<file path="src/rtl/soft_rst_pkg.sv">
// Shared types and constants for the soft-reset request controller.
// Also holds the pad-encoding helper that maps a reset kind onto cpu_pad_soft_rst.
package soft_rst_pkg;

    typedef enum logic [1:0] {
        ST_IDLE     = 2'd0,
        ST_ASSERT   = 2'd1,
        ST_COOLDOWN = 2'd2
    } state_t;

    typedef enum logic {
        KIND_CORE = 1'b0,
        KIND_SYS  = 1'b1
    } kind_t;

    localparam int CAUSE_POR    = 0;
    localparam int CAUSE_SWCORE = 1;
    localparam int CAUSE_SWSYS  = 2;
    localparam int CAUSE_WDT    = 3;
    localparam int CAUSE_DBG    = 4;
    localparam int CAUSE_W      = 5;

    localparam logic [CAUSE_W-1:0] CAUSE_RESET_VAL = 5'b00001;
    localparam logic [15:0]        DEFAULT_SW_KEY  = 16'hA55A;

    // Counter must hold max(HOLD,COOL)-1; never narrower than one bit.
    function automatic int cnt_width(input int unsigned a, input int unsigned b);
        int unsigned m;
        m = (a > b) ? a : b;
        return ($clog2(m) < 1) ? 1 : $clog2(m);
    endfunction

    function automatic logic [1:0] kind_to_pad(input kind_t k);
        return (k == KIND_SYS) ? 2'b10 : 2'b01;
    endfunction

endpackage

</file>
<file path="src/rtl/rst_sync2.sv">
// Two-flop synchronizer with asynchronous assert (clear) for reset-status signals.
module rst_sync2 (
    input  logic i_clk,
    input  logic i_rst_n,
    input  logic i_d,
    output logic o_q
);

    logic [1:0] r_sync;

    always_ff @(posedge i_clk or negedge i_rst_n) begin
        if (!i_rst_n) begin
            r_sync <= 2'b00;
        end else begin
            r_sync <= {r_sync[0], i_d};
        end
    end

    assign o_q = r_sync[1];

endmodule

</file>
<file path="src/rtl/soft_rst_ctrl.sv">
// Arbitrates watchdog/software/debug reset requests into a fixed-width pad pulse,
// enforces a cooldown, and keeps a sticky reset-cause register.
module soft_rst_ctrl
    import soft_rst_pkg::*;
#(
    parameter int unsigned HOLD_CYCLES = 16,
    parameter int unsigned COOL_CYCLES = 32,
    parameter logic [15:0] SW_KEY      = DEFAULT_SW_KEY
) (
    input  logic               clk,
    input  logic               mcu_rst_signal,
    input  logic               sw_req_valid,
    output logic               sw_req_ready,
    input  logic               sw_req_type,
    input  logic [15:0]        sw_req_key,
    output logic               sw_key_err,
    input  logic               wdt_timeout,
    input  logic               had_core_req,
    input  logic               sys_resetn,
    output logic [1:0]         cpu_pad_soft_rst,
    output logic               busy,
    output logic [CAUSE_W-1:0] rst_cause,
    input  logic               cause_clr
);

    localparam int CNT_W = cnt_width(HOLD_CYCLES, COOL_CYCLES);
    localparam logic [CNT_W-1:0] HOLD_LOAD = CNT_W'(HOLD_CYCLES - 1);
    localparam logic [CNT_W-1:0] COOL_LOAD = CNT_W'(COOL_CYCLES - 1);

    state_t               r_state, w_state_next;
    kind_t                r_kind, w_kind_next;
    logic [CNT_W-1:0]     r_cnt, w_cnt_next;
    logic [1:0]           r_pad;
    logic                 r_busy;
    logic                 r_key_err;
    logic [CAUSE_W-1:0]   r_cause;
    logic [CAUSE_W-1:0]   w_cause_set;
    logic                 w_key_ok;
    logic                 w_key_err;
    logic                 w_accept;
    logic                 w_sys_ok;

    rst_sync2 u_sys_sync (
        .i_clk   (clk),
        .i_rst_n (mcu_rst_signal),
        .i_d     (sys_resetn),
        .o_q     (w_sys_ok)
    );

    assign w_key_ok = (sw_req_key == SW_KEY);

    always_comb begin
        w_state_next = r_state;
        w_kind_next  = r_kind;
        w_cnt_next   = r_cnt;
        w_cause_set  = '0;
        w_key_err    = 1'b0;
        w_accept     = 1'b0;
        unique case (r_state)
            ST_IDLE: begin
                // Handshake completes regardless of key; a bad key only flags an error.
                w_key_err = sw_req_valid && !w_key_ok;
                if (wdt_timeout) begin
                    w_accept = 1'b1;
                    w_kind_next = KIND_SYS;
                    w_cause_set[CAUSE_WDT] = 1'b1;
                end else if (sw_req_valid && w_key_ok && sw_req_type) begin
                    w_accept = 1'b1;
                    w_kind_next = KIND_SYS;
                    w_cause_set[CAUSE_SWSYS] = 1'b1;
                end else if (had_core_req) begin
                    w_accept = 1'b1;
                    w_kind_next = KIND_CORE;
                    w_cause_set[CAUSE_DBG] = 1'b1;
                end else if (sw_req_valid && w_key_ok) begin
                    w_accept = 1'b1;
                    w_kind_next = KIND_CORE;
                    w_cause_set[CAUSE_SWCORE] = 1'b1;
                end
                if (w_accept) begin
                    w_state_next = ST_ASSERT;
                    w_cnt_next   = HOLD_LOAD;
                end
            end
            ST_ASSERT: begin
                if (r_cnt == '0) begin
                    w_state_next = ST_COOLDOWN;
                    w_cnt_next   = COOL_LOAD;
                end else begin
                    w_cnt_next = r_cnt - CNT_W'(1);
                end
            end
            ST_COOLDOWN: begin
                // Counter parks at zero while a system reset is still in progress.
                if (r_cnt != '0) begin
                    w_cnt_next = r_cnt - CNT_W'(1);
                end else if (r_kind == KIND_CORE || w_sys_ok) begin
                    w_state_next = ST_IDLE;
                end
            end
            default: begin
                w_state_next = ST_IDLE;
            end
        endcase
    end

    always_ff @(posedge clk or negedge mcu_rst_signal) begin
        if (!mcu_rst_signal) begin
            r_state   <= ST_IDLE;
            r_kind    <= KIND_CORE;
            r_cnt     <= '0;
            r_pad     <= 2'b00;
            r_busy    <= 1'b0;
            r_key_err <= 1'b0;
            r_cause   <= CAUSE_RESET_VAL;
        end else begin
            r_state   <= w_state_next;
            r_kind    <= w_kind_next;
            r_cnt     <= w_cnt_next;
            r_pad     <= (w_state_next == ST_ASSERT) ? kind_to_pad(w_kind_next) : 2'b00;
            r_busy    <= (w_state_next != ST_IDLE);
            r_key_err <= w_key_err;
            r_cause   <= (cause_clr ? '0 : r_cause) | w_cause_set;
        end
    end

    assign sw_req_ready     = mcu_rst_signal && (r_state == ST_IDLE);
    assign cpu_pad_soft_rst = r_pad;
    assign busy             = r_busy;
    assign sw_key_err       = r_key_err;
    assign rst_cause        = r_cause;

endmodule

</file>
<file path="config.mk">
export PLATFORM = sky130hd
export DESIGN_NAME = soft_rst_ctrl
export DESIGN_NICKNAME = d
export VERILOG_FILES = /design/src/rtl/soft_rst_pkg.sv /design/src/rtl/rst_sync2.sv /design/src/rtl/soft_rst_ctrl.sv
export SDC_FILE = /design/constraint.sdc
export NUM_CORES = 1
export LEC_CHECK = 0
export ABC_AREA = 1
export BUFFER_PORTS_ARGS = -buffer_cell sky130_fd_sc_hd__buf_2
export CAP_MARGIN = 20
export CORE_UTILIZATION = 54
export DETAILED_ROUTE_END_ITERATION = 12
export GPL_TIMING_DRIVEN = 0
export PLACE_DENSITY_LB_ADDON = 0.15
export RECOVER_POWER = 100
export SYNTH_ARGS = -nofsm -noshare
export SYNTH_HDL_FRONTEND = slang
export SYNTH_SLANG_ARGS = --single-unit
</file>
<file path="constraint.sdc">
create_clock -name clk -period 3.2 [get_ports clk]
set_input_delay 0.48 -clock clk [delete_from_list [all_inputs] [get_ports clk]]
set_output_delay 0.48 -clock clk [all_outputs]
set_load 0.02 [all_outputs]
</file>
Word-level counts from Yosys, hierarchy flattened
Cells that the tools add are included.
{"block": "totals", "wordCells": 61, "output_inout_bits": 10, "register_bits": 19}
{"block": "op_classes", "n_mux": 32, "bitwise": 2, "n_addsub": 1, "n_eq_ne": 6, "n_reduce_logical": 12}
{"cell": "$mux 5", "n": 4}
{"cell": "$mux 1", "n": 18}
{"cell": "$eq 16x16->1 const B", "n": 1}
{"cell": "$pmux 5 s3", "n": 1}
{"cell": "$mux 2", "n": 7}
{"cell": "$pmux 2 s3", "n": 1}
{"cell": "$logic_not 5->1", "n": 1}
{"cell": "$or 5x5->5", "n": 1}
{"cell": "$reduce_bool 5->1", "n": 1}
{"cell": "$sub 5x1->5 const B", "n": 1}
{"cell": "$eq 2x1->1 const B", "n": 2}
{"cell": "$logic_and 1x1->1", "n": 4}
{"cell": "$mux 4", "n": 1}
{"cell": "$reduce_and 3->1", "n": 1}
{"cell": "$reduce_bool 3->1", "n": 1}
{"cell": "$eq 2x2->1 const B", "n": 1}
{"cell": "$logic_not 2->1", "n": 1}
{"cell": "$ne 2x1->1 const B", "n": 1}
{"cell": "$ne 2x2->1 const B", "n": 1}
{"cell": "$reduce_bool 2->1", "n": 1}
{"cell": "$logic_not 1->1", "n": 1}
{"cell": "$logic_or 1x1->1", "n": 1}
{"cell": "$not 1->1", "n": 1}

Depth between registers and ports, before layout
Gate-level depths: netlist (run 1).
{"block": "depth", "ltp_word": 11, "ltp_mapped": 11, "mapped_depth_nobuf": 11}

Hierarchy
A second synthesis (run 1) with hierarchy kept.
{"block": "unflattened", "hier_cells": 159, "area_unflattened_um2": 1126.1}
{"module": "soft_rst_ctrl", "seq_area_each_um2": 426.7, "area_each_um2": 1076.0, "n_inst": 1, "cells_each": 157}
{"module": "rst_sync2", "seq_area_each_um2": 50.0, "area_each_um2": 50.0, "n_inst": 1, "cells_each": 2}

Worst setup path before layout (run 1)
Ideal clock, no wire load.
{"block": "synth_timing", "path_kind": "register -> output", "startpoint": "register r_state[0]", "endpoint": "output sw_req_ready", "stages_incl_launch_ff": 5, "path_buffers": 0, "setup_slack_ns": 1.803, "required_ns": 2.720, "arrival_ns": 0.917, "path_cell_list": "dfrtp_1 > inv_1 > ha_1 > nand2_1 > inv_1"}
{"block": "synth_between", "elab_chain_len": 2}
{"item": "start, declared", "line": "soft_rst_ctrl.sv:30", "rtl": "state_t r_state, w_state_next;"}
{"item": "start signal, assigned", "line": "soft_rst_ctrl.sv:117", "rtl": "r_state <= w_state_next;"}
{"item": "$logic_not 2->1", "line": "soft_rst_ctrl.sv:127", "rtl": "assign sw_req_ready = mcu_rst_signal && (r_state == ST_IDLE);"}
{"item": "$logic_and 1x1->1", "line": "soft_rst_ctrl.sv:127"}
{"item": "end, declared", "line": "soft_rst_ctrl.sv:13", "rtl": "output logic sw_req_ready,"}
No other way between the ends.

Worst setup path after layout (run 1)
{"block": "layout_timing", "startpoint": "input mcu_rst_signal", "endpoint": "output sw_req_ready"}
{"block": "layout_between", "elab_chain_len": 1}
{"item": "start, declared", "line": "soft_rst_ctrl.sv:11", "rtl": "input logic mcu_rst_signal,"}
{"item": "$logic_and 1x1->1", "line": "soft_rst_ctrl.sv:127"}
No other way between the ends.

==> flow_metrics.py, run 1 <==
metrics = {
    "outcome": {
        "status": "completed",
    },
    "grt": {
        "grt_max_degree": 21,
        "grt_use_total_pct": 22.58,
        "gr-total-overflow": 0,
        "antenna_found_initial": 0,
        "grt_pass1_vias": 1025,
        "grt_pass1_wl_um": 4126,
    },
    "sta": {
        "finalHoldViolCount": 0,
        "final_max_slew_viol_count": 0,
        "timing.final.crit_share_pct": 66.55,
        "final.setup.worst_slack_ns": 1.071,
        "min_period_ns": 2.129,
        "setup_viol": 0,
        "max_freq_mhz": 469.6,
        "setup_tns_ns": 0,
        "skew_ns": 0.007731,
        "slew-limit-headroom_pct": 32.60,
        "rsz0062_at_grt": "no",
        "tightest_slew_ns": 1.011,
        "whs_ns": 0.2809,
    },
    "layout": {
        "mostFrequentLayoutCell": "nand2_1",
        "layout_common_cells": "nand2_1, inv_1, buf_2, nor2_1, dfrtp_1",
        "final_area_um2": 1351,
        "nets": 228,
        "final-seq-area_um2": 476.7,
        "multi_input_area_um2": 526.8,
        "antennaDiodeCount": 0,
        "drive_gt1_share_pct": 17.26,
        "n_fill_cell": 189,
        "synthToLayoutAreaGrowth_pct": 15.76,
    },
    "worst_hold_path": {
        "hold_path_class": "in -> reg",
    },
    "placement": {
        "place_ws_ns": 1.538,
        "post-dp-hpwl_um": 1791,
        "routabilityCongestion": 0.7605,
        "portBuffers": 33,
        "placed_cell_area_um2": 1366,
    },
    "pwr": {
        "finalPower_mw": 0.9442,
        "power_density_nw_per_um2": 698.7,
        "leakage_nw": 0.7705,
        "ir_drop_uv": 434.5,
    },
    "detailed_routing": {
        "via_per_inst": 4.911,
        "wl_per_cell_um": 10.42,
        "num_vias": 1100,
        "wl_um": 2333,
        "firstDrtPassIters": 4,
        "drcViolationCount": 0,
        "drtAntennaViolNets": 0,
        "drtIter0Drc": 19,
    },
    "critical_path": {
        "crit_path_end_kind": "output pin",
        "crit_chain": "clkbuf_1 -> nand2_1 -> inv_1 -> clkbuf_1",
        "cp.arrival_ns": 1.65,
        "critPathTopFamily": "buffers and inverters",
        "r2r_slack_ns": 1.41,
        "slowest_delay_ns": 0.73,
        "cp_num_buf_inv": 3,
        "crit_path_top_delay_cell": "clkbuf_1",
        "critical_path.max_fanout": 20,
        "cp.required_ns": 2.72,
        "crit_path_start_kind": "input port",
        "path_class": "in -> out",
        "path_common_cell": "clkbuf_1",
    },
    "synth": {
        "ys_top_cells_by_area": "dfrtp_1, nand2_1, inv_1",
        "synth_mux_area_share_pct": 0,
        "synth_top_area_share_pct": 38.59,
        "yosys_warnings": 0,
        "yosys.area.top_type": "dfrtp_1",
        "syn-cell-area_um2": 1167,
        "synth-seq-cells": 19,
        "synth_cells": 160,
        "synth_xor_area_share_pct": 1.501,
        "synth_cell_type_count": 24,
        "synthSimpleGateAreaFrac_pct": 31.30,
        "synth_nets": 190,
        "synth_fa_ha_area_share_pct": 6.431,
        "synth_seq_area_share_pct": 40.84,
        "synth_compound_area_share_pct": 8.360,
        "synth_top_family_by_area": "simple AND/OR/NAND/NOR gates",
        "syn_area_per_cell_um2": 7.296,
    },
    "clock_tree": {
        "cts.clk_slew.worst_paths_ns": 0.10,
        "cts_hold_buf": 0,
        "cts_setup_buffers": 0,
        "cts_max_level": 1,
        "insertion_delay_ns": 0.31,
        "cts_buffers": 3,
        "cts_max_path_buffers": 2,
        "cts_root_buf": "clkbuf_4",
        "cts_tree": "built",
        "clock-sinks": 19,
        "cts_resized": 0,
    },
    "floorplanning": {
        "dieArea_um2": 2352,
        "die_w_um": 48.50,
        "initial_utilization_pct": 58.31,
        "ios": 34,
        "core-area_um2": 2002,
        "fp-row-count": 16,
        "die_h_um": 48.50,
    },
    "job": {
        "cap_violations": 0,
    },
}
-- worst paths after layout --
path,depth (start not counted),to,startpoint
worst min-delay path,1,u_sys_sync.r_sync[0],sys_resetn
min in group asynchronous,1,r_kind,mcu_rst_signal
worst min register to register,0,u_sys_sync.r_sync[1],u_sys_sync.r_sync[0]
worst max-delay path,4,sw_req_ready,mcu_rst_signal
worst max register to register,7,r_cnt[0],r_state[0]
max in group asynchronous,1,r_cnt[2],mcu_rst_signal
-- state kept, by name, summed over array words and instances (netlist names) --
| register | count |
|---|---|
| cpu_pad_soft_rst | 2 |
| r_cnt | 5 |
| u_sys_sync.r_sync | 2 |
| r_kind | 1 |
| rst_cause | 5 |
| r_state | 2 |
| busy | 1 |
| sw_key_err | 1 |
-- through the flow --
stage / cells / utilization (%)
finish: 224 / 67.50
global route: 224 / 67.50
CTS: 224 / 69.63
detailed placement: 220 / 68.25
global placement: 220 / 68.25
floorplan: 160 / -
-- layout make-up --
type / instances / share of cell area [%]
clock buffer: 3 / 1.667
sequential: 19 / 35.28
timing repair buffer: 33 / 11.20
inverter: 36 / 10.00
tap: 27 / 2.500
clock inverter: 1 / 0.3704
multi-input combinational: 105 / 38.98
-- report_power, final --
group	internal (mW)	switching [mW]
clock	0.0467	0.0759
sequential	0.315	0.0499
combinational	0.159	0.297
total	0.521	0.423
-- routing by layer --
layer	track usage (%)	part of all wire, %	vias to the layer above
met5	0	0	-
met4	6.863	1.1	0
met3	5.660	5.7	5
met2	39.20	50	36
met1	27.61	43	503
li1	-	-	556
-- cell families (layout without fill, tap and decap cells) --
family / Yosys count / in the layout
AO/OA/AOI/OAI: 18 / 18
AND/OR/NAND/NOR: 79 / 79
XOR/XNOR: 2 / 2
buffers and inverters: 36 / 73
flip-flops: 19 / 19
adder cells (fa/ha/maj): 6 / 6
-- synthesized netlist by cell type, drive strengths merged --
cell,n
nor2,21
nor3,2
ha,6
nand3,8
or2,1
inv,36
dfrtp,18
xor2,2
dfstp,1
nand3b,1
a21oi,6
o21bai,1
a31oi,1
o21ai,10
nand4,1
nand2,45
No activity file was read; power rests on OpenSTA's default activity.
==> run 2: changes to the inputs <==
--- a/config.mk
+++ b/config.mk
@@ -8,7 +8,7 @@
 export ABC_AREA = 1
 export BUFFER_PORTS_ARGS = -buffer_cell sky130_fd_sc_hd__buf_2
 export CAP_MARGIN = 20
-export CORE_UTILIZATION = 54
+export CORE_UTILIZATION = 46
 export DETAILED_ROUTE_END_ITERATION = 12
 export GPL_TIMING_DRIVEN = 0
 export PLACE_DENSITY_LB_ADDON = 0.15
==> constraint.sdc (replaced) <==
create_clock -name clk -period 1.9 [get_ports clk]
set_input_delay 0.285 -clock clk [delete_from_list [all_inputs] [get_ports clk]]
set_output_delay 0.285 -clock clk [all_outputs]
set_load 0.02 [all_outputs]
==> run 2 against run 1 <==
Compared with the run above: clock power rose by 69%; hold slack got worse by 0.19 ns; total power grew 67%; utilization decreased by 7.5 points; cell count rose by 0.89%; clock skew grew 0.0014 ns; non-clock buffer count increased by 1; combinational power grew 66%; critical path type unchanged; largest cell class unchanged; highest routed layer unchanged.
==> flow_metrics.py, run 2 (same netlist as run 1, synthesis figures left out) <==
metrics = {
    "outcome": {
        "status": "completed",
    },
    "clock_tree": {
        "cts_setup_buffers": 0,
        "cts_max_path_buffers": 2,
        "cts_buffers": 3,
        "clock-sinks": 19,
        "insertion_delay_ns": 0.30,
        "cts_root_buf": "clkbuf_4",
        "cts_max_level": 1,
        "cts.clk_slew.worst_paths_ns": 0.10,
        "cts_tree": "built",
    },
    "floorplanning": {
        "core-area_um2": 2297,
        "die_w_um": 52.38,
        "fp-row-count": 17,
        "dieArea_um2": 2743,
        "ios": 34,
        "die_h_um": 52.38,
        "initial_utilization_pct": 50.82,
    },
    "placement": {
        "portBuffers": 33,
        "dp_cells": 221,
        "routabilityCongestion": 0.8660,
        "post-dp-hpwl_um": 1730,
    },
    "layout": {
        "layout_common_cells": "nand2_1, inv_1, buf_2, nor2_1, dfrtp_1",
        "synthToLayoutAreaGrowth_pct": 18.11,
        "drive_gt1_share_pct": 18.69,
        "antennaDiodeCount": 0,
        "fin_cells": 226,
        "mostFrequentLayoutCell": "nand2_1",
        "n_fill_cell": 228,
        "nets": 229,
    },
    "sta": {
        "tightest_slew_ns": 0.2759,
        "timing.final.crit_share_pct": 89.34,
        "min_period_ns": 1.697,
        "finalHoldViolCount": 0,
        "setup_tns_ns": 0,
        "max_freq_mhz": 589.1,
        "skew_ns": 0.009084,
        "rsz0062_at_grt": "no",
        "setup_viol": 0,
        "slew-limit-headroom_pct": 81.61,
        "final_max_slew_viol_count": 0,
    },
    "pwr": {
        "seqPwrFrac_pct": 38.8,
        "switching_share_pct": 43.63,
        "p_switching_mw": 0.6892,
        "ir_drop_uv": 553.1,
        "power_density_nw_per_um2": 1146,
        "power.internal_mw": 0.8904,
        "leakage_nw": 0.7871,
        "p_comb_share_pct": 48.0,
        "power_frac_clock_pct": 13.2,
    },
    "detailed_routing": {
        "num_vias": 1045,
        "wl_um": 2151,
        "via_per_inst": 4.624,
        "drcViolationCount": 0,
        "drtAntennaViolNets": 0,
        "drtIter0Drc": 8,
        "wl_per_cell_um": 9.518,
        "firstDrtPassIters": 4,
    },
    "grt": {
        "grt_max_degree": 21,
        "grt_use_total_pct": 18.57,
        "grt_pass1_wl_um": 3760,
        "grt_pass1_vias": 963,
        "gr-total-overflow": 0,
        "antenna_found_initial": 0,
    },
    "job": {
        "cap_violations": 0,
    },
    "worst_hold_path": {
        "hold_path_class": "in -> reg",
    },
    "critical_path": {
        "cp.required_ns": 1.62,
        "cp.arrival_ns": 1.41,
        "crit_path_end_kind": "output pin",
        "critical_path.max_fanout": 20,
        "crit_path_start_kind": "input port",
        "path_class": "in -> out",
    },
}
run 2: cell types whose count changed in the layout (fill, tap and decap cells not counted), sizes merged:
cell	previous run	this run
dlygate4sd3	0	1
clkinv	1	0
buf	22	23
run 2: what timing repair did:
item	CTS	global route
endpoints found under the setup margin	0	1
hold buffers	1	0
hold endpoints to repair	18	0
gates resized for setup	0	1
run 2: worst max-delay path, cell delays in order:
cell and delay, ns:
dlygate4sd3_1 0.53, clkbuf_4 0.30, nand2_1 0.09, inv_1 0.05
buf_2 0.15
run 2: power by group through the flow:
stage	Clock [mW]	Combinational (mW)	Sequential [mW]
after CTS	0.213	0.813	0.616
after global placement	0	0.790	0.617
after global routing	0.230	0.877	0.633
after floorplan	0	0.551	0.672
after detailed placement	0	0.810	0.623
final	0.208	0.758	0.613
run 2: final cells by class:
| class | instances | area [µm²] | share of cell area [%] |
|---|---|---|---|
| Multi-Input combinational cell | 105 | 539.3 | 39.11 |
| Sequential cell | 19 | 476.7 | 34.57 |
| Timing Repair Buffer | 34 | 166.4 | 12.07 |
| Inverter | 36 | 135.1 | 9.800 |
| Tap cell | 28 | 35.03 | 2.541 |
| Clock buffer | 4 | 26.28 | 1.906 |
run 2: per-stage QoR:
step / worst slack [ns] / util [%] / cell area (µm²) / power [mW] / hold slack [ns]
finish: 0.2025 / 60.02 / 1379 / 1.580 / 0.09166
global placement: 0.3177 / 59.53 / 1368 / 1.407 / 0.2389
CTS: 0.08177 / 61.11 / 1404 / 1.642 / 0.08633
floorplan: 0.5132 / - / 1167 / 1.223 / -0.01059
global route: 0.1198 / 60.02 / 1379 / 1.740 / 0.07793
detailed placement: 0.2830 / 59.53 / 1368 / 1.433 / 0.2514
run 2: final timing paths:
check	startpoint	end	slack [ns]	cells past startpoint
max	mcu_rst_signal	sw_req_ready	0.20	5
min	sys_resetn	u_sys_sync.r_sync[0]	0.09	1
max reg2reg	r_state[0]	r_cnt[3]	0.30	8
min reg2reg	u_sys_sync.r_sync[0]	u_sys_sync.r_sync[1]	0.36	0
max in group asynchronous	mcu_rst_signal	rst_cause[0]	1.21	2
min in group asynchronous	mcu_rst_signal	rst_cause[3]	0.42	2
run 2: layer usage:
layer	routed length, µm	vias up	track usage (%)
met4	44	0	7.895
met1	969	457	22.18
met5	0	-	0
met2	1053	23	32.07
li1	-	561	-
met3	83	4	3.478
==> run 3: changes to the inputs <==
--- a/config.mk
+++ b/config.mk
@@ -5,10 +5,9 @@
 export SDC_FILE = /design/constraint.sdc
 export NUM_CORES = 1
 export LEC_CHECK = 0
-export ABC_AREA = 1
 export BUFFER_PORTS_ARGS = -buffer_cell sky130_fd_sc_hd__buf_2
 export CAP_MARGIN = 20
-export CORE_UTILIZATION = 46
+export CORE_UTILIZATION = 44
 export DETAILED_ROUTE_END_ITERATION = 12
 export GPL_TIMING_DRIVEN = 0
 export PLACE_DENSITY_LB_ADDON = 0.15
==> run 3 against run 2 <==
Compared with the run above: critical path depth up 1; non-clock buffer count up 5; highest routed layer unchanged; maximum frequency down 6.9%; utilization up 0.59 points; sequential cell count unchanged; hold slack worse by 0.0050 ns; sequential power up 3.8%.
==> flow_metrics.py, run 3 <==
metrics = {
    "floorplanning": {
        "die_h_um": 50.93,
        "ios": 34,
        "core-area_um2": 2233,
        "initial_utilization_pct": 47.17,
        "fp-row-count": 17,
        "die_w_um": 50.93,
        "dieArea_um2": 2594,
    },
    "synth": {
        "yosys.area.top_type": "dfrtp_1",
        "ys_top_cells_by_count": "dfrtp_1, inv_1, nor2_1, o21ai_0, nand2_1",
        "synthArstFlopShare_pct": 100.0,
        "synth_seq_area_share_pct": 45.25,
        "syn-cell-area_um2": 1054,
        "synth_cell_type_count": 32,
        "synth_cells": 98,
        "synth_nets": 128,
        "synth_top_area_share_pct": 42.76,
        "synth_edf_count": 0,
        "synth.most_common_cell": "dfrtp_1",
        "ys_top_cells_by_area": "dfrtp_1, ha_1, o21ai_0",
        "yosys_warnings": 0,
        "syn_area_per_cell_um2": 10.75,
        "synth-main-ff-cell": "dfrtp_1",
        "synth-seq-cells": 19,
    },
    "placement": {
        "post-dp-hpwl_um": 1744,
        "portBuffers": 33,
        "placed_cell_area_um2": 1254,
        "routabilityCongestion": 0.8098,
        "place_ws_ns": -0.1600,
    },
    "critical_path": {
        "path_class": "reg -> reg",
        "ff2ff_path_depth": 6,
        "crit_path_end_kind": "flop",
        "critical_path.max_fanout": 5,
        "cp.arrival_ns": 2.02,
        "crit_path_top_delay_cell": "or3_4",
        "crit_chain": "inv_1 -> ha_2 -> nor4b_4 -> and2_1 -> or3_4 -> mux2_4",
        "cp.required_ns": 2.09,
        "slowest_delay_ns": 0.42,
        "crit_path_start_kind": "flop",
    },
    "worst_hold_path": {
        "hold_path_class": "in -> reg",
        "min_path_cells": 1,
    },
    "sta": {
        "max_freq_mhz": 548.5,
        "skew_ns": 0.008812,
        "setup_viol": 0,
        "slew-limit-headroom_pct": 70.54,
        "finalHoldViolCount": 0,
        "whs_ns": 0.08671,
        "final.setup.worst_slack_ns": 0.07697,
        "tightest_slew_ns": 0.4307,
        "rsz0062_at_grt": "yes",
        "timing.final.crit_share_pct": 95.95,
        "min_period_ns": 1.823,
        "final_max_slew_viol_count": 0,
    },
    "layout": {
        "synthToLayoutAreaGrowth_pct": 28.50,
        "n_fill_cell": 210,
        "drive_gt1_share_pct": 37.59,
        "antennaDiodeCount": 0,
        "nets": 172,
        "mostFrequentLayoutCell": "buf_2",
        "layout_common_cells": "buf_2, dfrtp_1, clkbuf_1, nor2_1",
        "final_area_um2": 1354,
    },
    "detailed_routing": {
        "drcViolationCount": 0,
        "wl_per_cell_um": 14.16,
        "via_per_inst": 5.408,
        "firstDrtPassIters": 4,
        "num_vias": 914,
        "drtIter0Drc": 22,
        "wl_um": 2393,
        "drtAntennaViolNets": 0,
    },
    "clock_tree": {
        "cts_buffers": 3,
        "cts_max_level": 1,
        "insertion_delay_ns": 0.29,
        "cts_root_buf": "clkbuf_4",
        "cts_max_path_buffers": 2,
        "cts.clk_slew.worst_paths_ns": 0.12,
        "cts_tree": "built",
        "clock-sinks": 19,
    },
    "grt": {
        "grt_use_total_pct": 20.31,
        "grt_pass1_wl_um": 3884,
        "antenna_found_initial": 0,
        "grt_max_degree": 21,
        "grt_pass1_vias": 926,
        "gr-total-overflow": 0,
    },
    "outcome": {
        "status": "completed",
    },
    "pwr": {
        "power_density_nw_per_um2": 1282,
        "leakage_nw": 0.6457,
        "ir_drop_uv": 963.1,
    },
    "job": {
        "cap_violations": 0,
    },
}
==> run 3: changes by cell type after synthesis, moves of 5 or more <==
| cell | before | now |
|---|---|---|
| nand3_1 | 6 | 1 |
| o21ai_1 | 6 | 0 |
| o21ai_0 | 4 | 9 |
| nand2_2 | 6 | 0 |
| inv_1 | 36 | 9 |
| nand2_1 | 39 | 7 |
| nor2_1 | 19 | 9 |
==> run 3: what timing repair did <==
| action | CTS | global route |
|---|---|---|
| gates resized for setup | 4 | 10 |
| hold buffers | 1 | 0 |
| pin swaps | 1 | 2 |
| setup buffers | 2 | 3 |
| setup endpoints to repair | 5 | 6 |
| hold endpoints to repair | 18 | 0 |
==> run 3: layout make-up <==
type | instances | area [µm²] | share of cell area [%]
multi-input cells | 70 | 576.8 | 42.61
flip-flops and latches | 19 | 476.7 | 35.21
repair buffers | 39 | 203.9 | 15.06
well taps | 28 | 35.03 | 2.588
inverters | 9 | 33.78 | 2.495
clock buffers | 3 | 22.52 | 1.664
clock inverters | 1 | 5.005 | 0.3697
==> run 3: logic make-up (layout without fill, tap and decap cells) <==
family / Yosys count / after routing / synth area share (%)
and+or+nand+nor: 36 / 36 / 22.45
AOI/OAI and AO/OA: 26 / 26 / 19.12
DFF: 19 / 19 / 45.25
buffers and inverters: 9 / 52 / 3.206
adders and majority gates: 6 / 6 / 7.126
muxes: 2 / 2 / 2.850
==> run 3: final timing paths <==
path	startpoint	end	slack (ns)
min reg2reg	u_sys_sync.r_sync[0]	u_sys_sync.r_sync[1]	0.36
max in group asynchronous	mcu_rst_signal	rst_cause[0]	1.21
max reg2reg	r_cnt[1]	r_cnt[0]	0.08
min	sys_resetn	u_sys_sync.r_sync[0]	0.09
min in group asynchronous	mcu_rst_signal	r_cnt[1]	0.41
max	r_cnt[1]	r_cnt[0]	0.08
==> run 3: critical path, delay by kind of cell, from the launching register on <==
| kind | cells | cell delay (ns) |
|---|---|---|
| muxes | 1 | 0.31 |
| buffers and inverters | 1 | 0.08 |
| adders and majority gates | 1 | 0.18 |
| DFF | 1 | 0.40 |
| and+or+nand+nor | 3 | 0.76 |
==> run 3: metrics by stage <==
step	util, %	setup TNS, ns	power (mW)	instances
6_report	60.62	0	1.735	169
5_1_grt	60.62	-0.03741	1.873	169
4_1_cts	58.77	0	1.655	166
3_5_place_dp	56.13	-0.4107	1.416	159
3_3_place_gp	56.13	-0.06030	1.379	159
2_1_floorplan	-	0	1.194	98
==> run 3: power breakdown <==
part           switching (mW)  total [mW]  internal (mW)  leakage [nW]
sequential              0.107       0.636          0.529         0.232
clock                   0.129       0.207         0.0781        0.0177
combinational           0.480       0.892          0.412         0.396
==> run 3: metal layers <==
layer	global-route usage (%)	up-vias	part of all wire (%)
li1	-	445	-
met1	23.61	442	41
met2	35.75	23	53
met3	4.167	4	3.5
met4	8.796	0	1.9
met5	0	-	0
